File: src/rtl/window_collector.sv
// window_collector: builds a registered KxK sliding window from a raster pixel
// stream using K-1 line buffers, with stall support, stride 1/2, sof restart,
// frame-done signalling and configuration checking.
module window_collector #(
   parameter int DATA_W     = 8,
   parameter int MAX_WIDTH  = 128,
   parameter int MAX_HEIGHT = 128,
   parameter int K          = 3,
   localparam int CW = $clog2(MAX_WIDTH + 1),
   localparam int RW = $clog2(MAX_HEIGHT + 1)
) (
   input  logic                  clk,
   input  logic                  rst_n,
   input  logic [DATA_W-1:0]     pixel_in,
   input  logic                  pixel_valid,
   input  logic                  sof,
   input  logic [CW-1:0]         stage_width,
   input  logic [RW-1:0]         stage_height,
   input  logic                  stride_sel,
   output logic [K*K*DATA_W-1:0] window_out,
   output logic                  win_valid,
   output logic                  frame_done,
   output logic                  cfg_err
);

   localparam int IW = (MAX_WIDTH > 1) ? $clog2(MAX_WIDTH) : 1;
   localparam logic [CW-1:0] MAXW_C = CW'(MAX_WIDTH);
   localparam logic [RW-1:0] MAXH_C = RW'(MAX_HEIGHT);
   localparam logic [CW-1:0] KW_C   = CW'(K);
   localparam logic [RW-1:0] KH_C   = RW'(K);
   localparam logic [CW-1:0] KM1_W  = CW'(K - 1);
   localparam logic [RW-1:0] KM1_H  = RW'(K - 1);

   // counters and latched frame configuration
   logic [CW-1:0] col;
   logic [CW-1:0] lat_w;
   logic [RW-1:0] row;
   logic [RW-1:0] lat_h;
   logic          lat_stride;

   // line buffers (index 0 = most recently shifted in) and window registers
   logic [DATA_W-1:0] lb       [K-1][MAX_WIDTH];
   logic [DATA_W-1:0] win      [K][K];
   logic [DATA_W-1:0] tap      [K-1];
   logic [DATA_W-1:0] feed     [K-1];
   logic [DATA_W-1:0] col_data [K];
   logic [IW-1:0]     tap_idx;

   // per-accept position and configuration in effect for the current pixel
   logic [CW-1:0] eff_w;
   logic [CW-1:0] cur_col;
   logic [RW-1:0] eff_h;
   logic [RW-1:0] cur_row;
   logic          eff_stride;
   logic          eff_err;
   logic          cfg_bad;
   logic          last_col;
   logic          last_row;
   logic          row_par;
   logic          col_par;
   logic          win_ok;

   // position/config of the pixel being accepted; an sof pixel uses the new config
   always_comb begin
      cfg_bad = (stage_width < KW_C) || (stage_width > MAXW_C) ||
                (stage_height < KH_C) || (stage_height > MAXH_C);
      if (sof) begin
         eff_w      = (stage_width > MAXW_C) ? MAXW_C :
                      (stage_width == '0) ? CW'(1) : stage_width;
         eff_h      = (stage_height > MAXH_C) ? MAXH_C :
                      (stage_height == '0) ? RW'(1) : stage_height;
         eff_stride = stride_sel;
         eff_err    = cfg_bad;
         cur_col    = '0;
         cur_row    = '0;
      end else begin
         eff_w      = lat_w;
         eff_h      = lat_h;
         eff_stride = lat_stride;
         eff_err    = cfg_err;
         cur_col    = col;
         cur_row    = row;
      end
      last_col = (cur_col == eff_w - CW'(1));
      last_row = (cur_row == eff_h - RW'(1));
      row_par  = cur_row[0] ^ KM1_H[0];
      col_par  = cur_col[0] ^ KM1_W[0];
      win_ok   = !eff_err && (cur_row >= KM1_H) && (cur_col >= KM1_W) &&
                 (!eff_stride || (!row_par && !col_par));
   end

   // line-buffer taps feed the next buffer and the new window column
   // (tap delay is a pure accept count, so using the pre-sof width on the sof
   // pixel only affects row 0, which never forms a window)
   always_comb begin
      tap_idx = IW'(lat_w - CW'(1));
      for (int unsigned j = 0; j < K - 1; j++) begin
         tap[j] = lb[j][tap_idx];
      end
      feed[0] = pixel_in;
      for (int unsigned j = 1; j < K - 1; j++) begin
         feed[j] = tap[j-1];
      end
      col_data[K-1] = pixel_in;
      for (int unsigned r = 0; r < K - 1; r++) begin
         col_data[r] = tap[K-2-r];
      end
   end

   // counters, config latch and output strobes
   always_ff @(posedge clk or negedge rst_n) begin
      if (!rst_n) begin
         col        <= '0;
         row        <= '0;
         lat_w      <= MAXW_C;
         lat_h      <= MAXH_C;
         lat_stride <= 1'b0;
         cfg_err    <= 1'b0;
         win_valid  <= 1'b0;
         frame_done <= 1'b0;
      end else begin
         win_valid  <= 1'b0;
         frame_done <= 1'b0;
         if (pixel_valid) begin
            if (sof) begin
               lat_w      <= eff_w;
               lat_h      <= eff_h;
               lat_stride <= eff_stride;
               cfg_err    <= eff_err;
            end
            win_valid <= win_ok;
            if (last_col) begin
               col <= '0;
               if (last_row) begin
                  row        <= '0;
                  frame_done <= 1'b1;
               end else begin
                  row <= cur_row + RW'(1);
               end
            end else begin
               col <= cur_col + CW'(1);
               row <= cur_row;
            end
         end
      end
   end

   // line buffers shift one entry per accepted pixel
   always_ff @(posedge clk or negedge rst_n) begin
      if (!rst_n) begin
         for (int unsigned j = 0; j < K - 1; j++) begin
            for (int unsigned i = 0; i < MAX_WIDTH; i++) begin
               lb[j][i] <= '0;
            end
         end
      end else if (pixel_valid) begin
         for (int unsigned j = 0; j < K - 1; j++) begin
            lb[j][0] <= feed[j];
            for (int unsigned i = 1; i < MAX_WIDTH; i++) begin
               lb[j][i] <= lb[j][i-1];
            end
         end
      end
   end

   // window rows shift left; the newest column enters at c = K-1
   always_ff @(posedge clk or negedge rst_n) begin
      if (!rst_n) begin
         for (int unsigned r = 0; r < K; r++) begin
            for (int unsigned c = 0; c < K; c++) begin
               win[r][c] <= '0;
            end
         end
      end else if (pixel_valid) begin
         for (int unsigned r = 0; r < K; r++) begin
            for (int unsigned c = 0; c < K - 1; c++) begin
               win[r][c] <= win[r][c+1];
            end
            win[r][K-1] <= col_data[r];
         end
      end
   end

   // flatten window: element r*K+c, r = 0 oldest row, c = 0 oldest column
   always_comb begin
      window_out = '0;
      for (int unsigned i = 0; i < K * K; i++) begin
         window_out[i*DATA_W +: DATA_W] = win[i/K][i%K];
      end
   end

endmodule

File: config.mk
export PLATFORM = sky130hd
export DESIGN_NAME = window_collector
export DESIGN_NICKNAME = d
export VERILOG_FILES = /design/src/rtl/window_collector.sv
export SDC_FILE = /design/constraint.sdc
export NUM_CORES = 2
export LEC_CHECK = 0
export BUFFER_PORTS_ARGS = -buffer_cell sky130_fd_sc_hd__buf_2
export CAP_MARGIN = 10
export CORE_ASPECT_RATIO = 2
export CORE_UTILIZATION = 55
export DETAILED_ROUTE_END_ITERATION = 10
export GPL_ROUTABILITY_DRIVEN = 0
export PLACE_DENSITY = 0.71
export SYNTH_ARGS = -nofsm -noshare
export SYNTH_HDL_FRONTEND = slang
export SYNTH_SLANG_ARGS = --single-unit
File: constraint.sdc
create_clock -name clk -period 3.4 [get_ports clk]
set_input_delay 0.85 -clock clk [delete_from_list [all_inputs] [get_ports clk]]
set_output_delay 0.85 -clock clk [all_outputs]
set_load 0.03 [all_outputs]
==> results.sh <==
export IMPL_sequentialPowerShare_pct=47.8
export IMPL_reg2reg_from="lat_w[0]"
export IMPL_rrSetupSlack_ns=0.14
export IMPL_yosysTopAreaCell="dfrtp_1"
export IMPL_num_nets_final=5824
export IMPL_setup_viol_count_final=0
export IMPL_tightest_slew_ns=1.213
export IMPL_drtIter0Drc=2344
export IMPL_timing_fmax_mhz=306.6
export IMPL_drt_pass1_iterations=7
export IMPL_worstPathRequired_ns=4.08
export IMPL_drive_above_1_share_pct=57.40
export IMPL_irDropWorstVdd_uv=479.8
export IMPL_power_density_mw_per_mm2=587.3
export IMPL_pre_cts_ws_ns=-0.1963
export IMPL_status="complete, no violations"
export IMPL_vias=49550
export IMPL_synth_edff_count=0
export IMPL_mostFrequentLayoutCells="dfrtp_1 (2105), mux2_2 (2064), mux4_2 (640)"
export IMPL_slew_viol_final=0
export IMPL_leakagePower_nw=49.47
export IMPL_synth_cell_type_count=59
export IMPL_cts_tree="done"
export IMPL_dieWidth_um=296.0
export IMPL_synth_yosys_seq_area_share_pct=55.48
export IMPL_min_from="pixel_in[0]"
export IMPL_cp_end_kind="register"
export IMPL_grt_pass1_wl_um=306200
export IMPL_antenna_found_initial=1
export IMPL_syn_to_final_growth_pct=11.31
export IMPL_crit_path_start="lat_w[0]"
export IMPL_grt_pass1_vias=54490
export IMPL_ant_nets=0
export IMPL_fin_crit_sh_pct=95.93
export IMPL_crit_path_start_kind="register"
export IMPL_wirelength_um=185500
export IMPL_die_h_um=590.0
export IMPL_clockRootBuffer="clkbuf_16"
export IMPL_insertion_delay_ns=0.82
export IMPL_postCtsSetupBuffers=0
export IMPL_fin_skew_ns=0.02976
export IMPL_syn_nets=5712
export IMPL_io_pin_count=104
export IMPL_switchingPower_mw=16.66
export IMPL_grt_ovfl_total=0
export IMPL_synth_flop_cell="dfrtp_1"
export IMPL_yosysWarnings=0
export IMPL_htreeDepth=4
export IMPL_synth_top_area_share_pct=55.42
export IMPL_fin_util_pct=61.67
export IMPL_rows=215
export IMPL_relSlewSlack_pct=18.71
export IMPL_synth_area_leaders="dfrtp_1 (55%), mux2_2 (24%), mux4_2 (15%), clkbuf_1 (1.2%), buf_4 (0.45%)"
export IMPL_hp_class="in -> reg"
export IMPL_finalPower_mw=62.16
export IMPL_rsz0062_at_grt="false"
export IMPL_grt_max_degree=133
export IMPL_timing_final_ws_setup_ns=0.1383
export IMPL_netSwitchingFraction_pct=26.81
export IMPL_dp_cells=7873
export IMPL_wl_per_cell_um=22.60
export IMPL_hold_violations=0
export IMPL_cp_max_fo=13
export IMPL_hpwl_um=121200
export IMPL_via_per_inst=6.036
export IMPL_pwr_share_clk_pct=34.8
export IMPL_drv_cap=0
export IMPL_n_fill_cell=12640
export IMPL_clkSlewWorstSetupHoldPaths_ns=0.07
export IMPL_fin_crit_ns=3.262
export IMPL_async_reset_ff_share_pct=100.0
export IMPL_final_common_cell="dfrtp_1"
export IMPL_cp_arrival_ns=3.94
export IMPL_fin_cells=8208
export IMPL_cts_buffers=190
export IMPL_drc=0
export IMPL_die_area_mm2=0.1747
export IMPL_p_int_mw=45.50
export IMPL_fin_setup_tns_ns=0
export IMPL_critPathKind="reg -> reg"
export IMPL_syn_cell_area_mm2=0.09509
export IMPL_io_buffers=103
export IMPL_synth_seq_cells=2108
export IMPL_grtUsageTotal_pct=22.06
export IMPL_synthCells=5676
export IMPL_cts_resized=0
export IMPL_core_area_mm2=0.1716
export IMPL_syn_area_per_cell_um2=16.75
export IMPL_cts_sinks=2108
export IMPL_start_util_pct=55.41
export IMPL_clock_path_buffers=4
export IMPL_cts_hold_buf=1
export IMPL_combPwrFrac_pct=17.4
-- metrics by stage --
stage	hold slack [ns]	instance area (µm²)
after detailed placement	0.4916	99610
after global routing	0.2268	105800
after floorplan	0.4670	95110
after CTS	0.2084	105800
after global placement	0.4857	99610
final	0.2615	105800
-- area by class of cell --
class,count,area (µm²),share of cell area (%)
diodes,1,2.502,0.002364
flip-flops and latches,2108,52760,49.84
clock inverters,69,691.9,0.6537
clock buffers,264,5528,5.222
well taps,2278,2850,2.693
repair buffers,380,3704,3.499
inverters,17,63.81,0.06029
multi-input cells,3091,40250,38.03
-- cells in the mapped netlist (3+ instances only) --
library cell / number
a211oi_1: 4
a21o_1: 17
a21oi_1: 10
a22o_1: 37
a22oi_1: 32
a31oi_1: 21
and2_1: 6
buf_1: 23
buf_2: 64
buf_4: 57
buf_6: 10
clkbuf_1: 306
dfrtp_1: 2106
ha_1: 7
inv_1: 16
mux2_2: 2064
mux2i_1: 7
mux4_2: 640
nand2_1: 34
nand2b_1: 15
nand3_1: 8
nand3b_1: 3
nand4_1: 4
nor2_1: 46
nor2b_1: 4
nor3_1: 7
nor3b_1: 3
nor4_1: 4
nor4b_1: 3
o2111ai_1: 3
o21ai_0: 32
o21ai_1: 16
o22ai_1: 3
o311ai_0: 5
o31ai_1: 6
xnor2_1: 15
xor2_1: 12
-- flip-flops by register name (all words and copies together), names as in the netlist --
signal,flops
cfg_err,1
col,8
frame_done,1
lat_h,8
lat_stride,1
lat_w,8
lb,2016
row,8
win_valid,1
window_out,56
-- power groups by stage --
stage	Combinational [mW]	Clock (mW)	Sequential, mW
floorplan	7.32	0	29.5
global placement	10.9	0	30.0
detailed placement	11.1	0	30.2
CTS	11.1	22.3	29.7
global route	11.6	23.2	30.1
finish	10.8	21.6	29.7
-- cell families after synthesis --
family                     Yosys count  synth area share [%]
adders and majority gates            7               0.09210
xor gates and xnor gates            27                0.2487
AOI/OAI and AO/OA                  199                 1.464
DFF                               2108                 55.48
muxes                             2711                 39.67
buffers and inverters              477                 2.271
and+or+nand+nor                    147                0.7750
-- final timing paths --
check	to	cells after the start
setup / recovery	window_out[17]	9
hold / removal	lb[2040]	2
setup reg to reg	window_out[17]	9
hold reg to reg	lb[968]	1
max in group asynchronous	lat_w[7]	4
min in group asynchronous	lb[53]	2
-- per-layer routing --
| layer | global-route usage (%) | vias to the layer above | routed length, µm |
|---|---|---|---|
| li1 | - | 21690 | - |
| met1 | 26.93 | 26960 | 72260 |
| met2 | 40.42 | 581 | 102600 |
| met3 | 2.599 | 317 | 4846 |
| met4 | 6.922 | 0 | 5709 |
| met5 | 0 | - | 0 |
-- critical path, stage by stage (launching register included) --
cell and delay (ns):
dfrtp_4 0.50, nor3_1 0.08, buf_4 0.14, xnor2_2 0.90
buf_12 0.27, buf_12 0.17, mux4_2 0.36, a22o_1 0.25
o21ai_1 0.28, a31oi_1 0.13
Power figures use the tool's default switching activity.
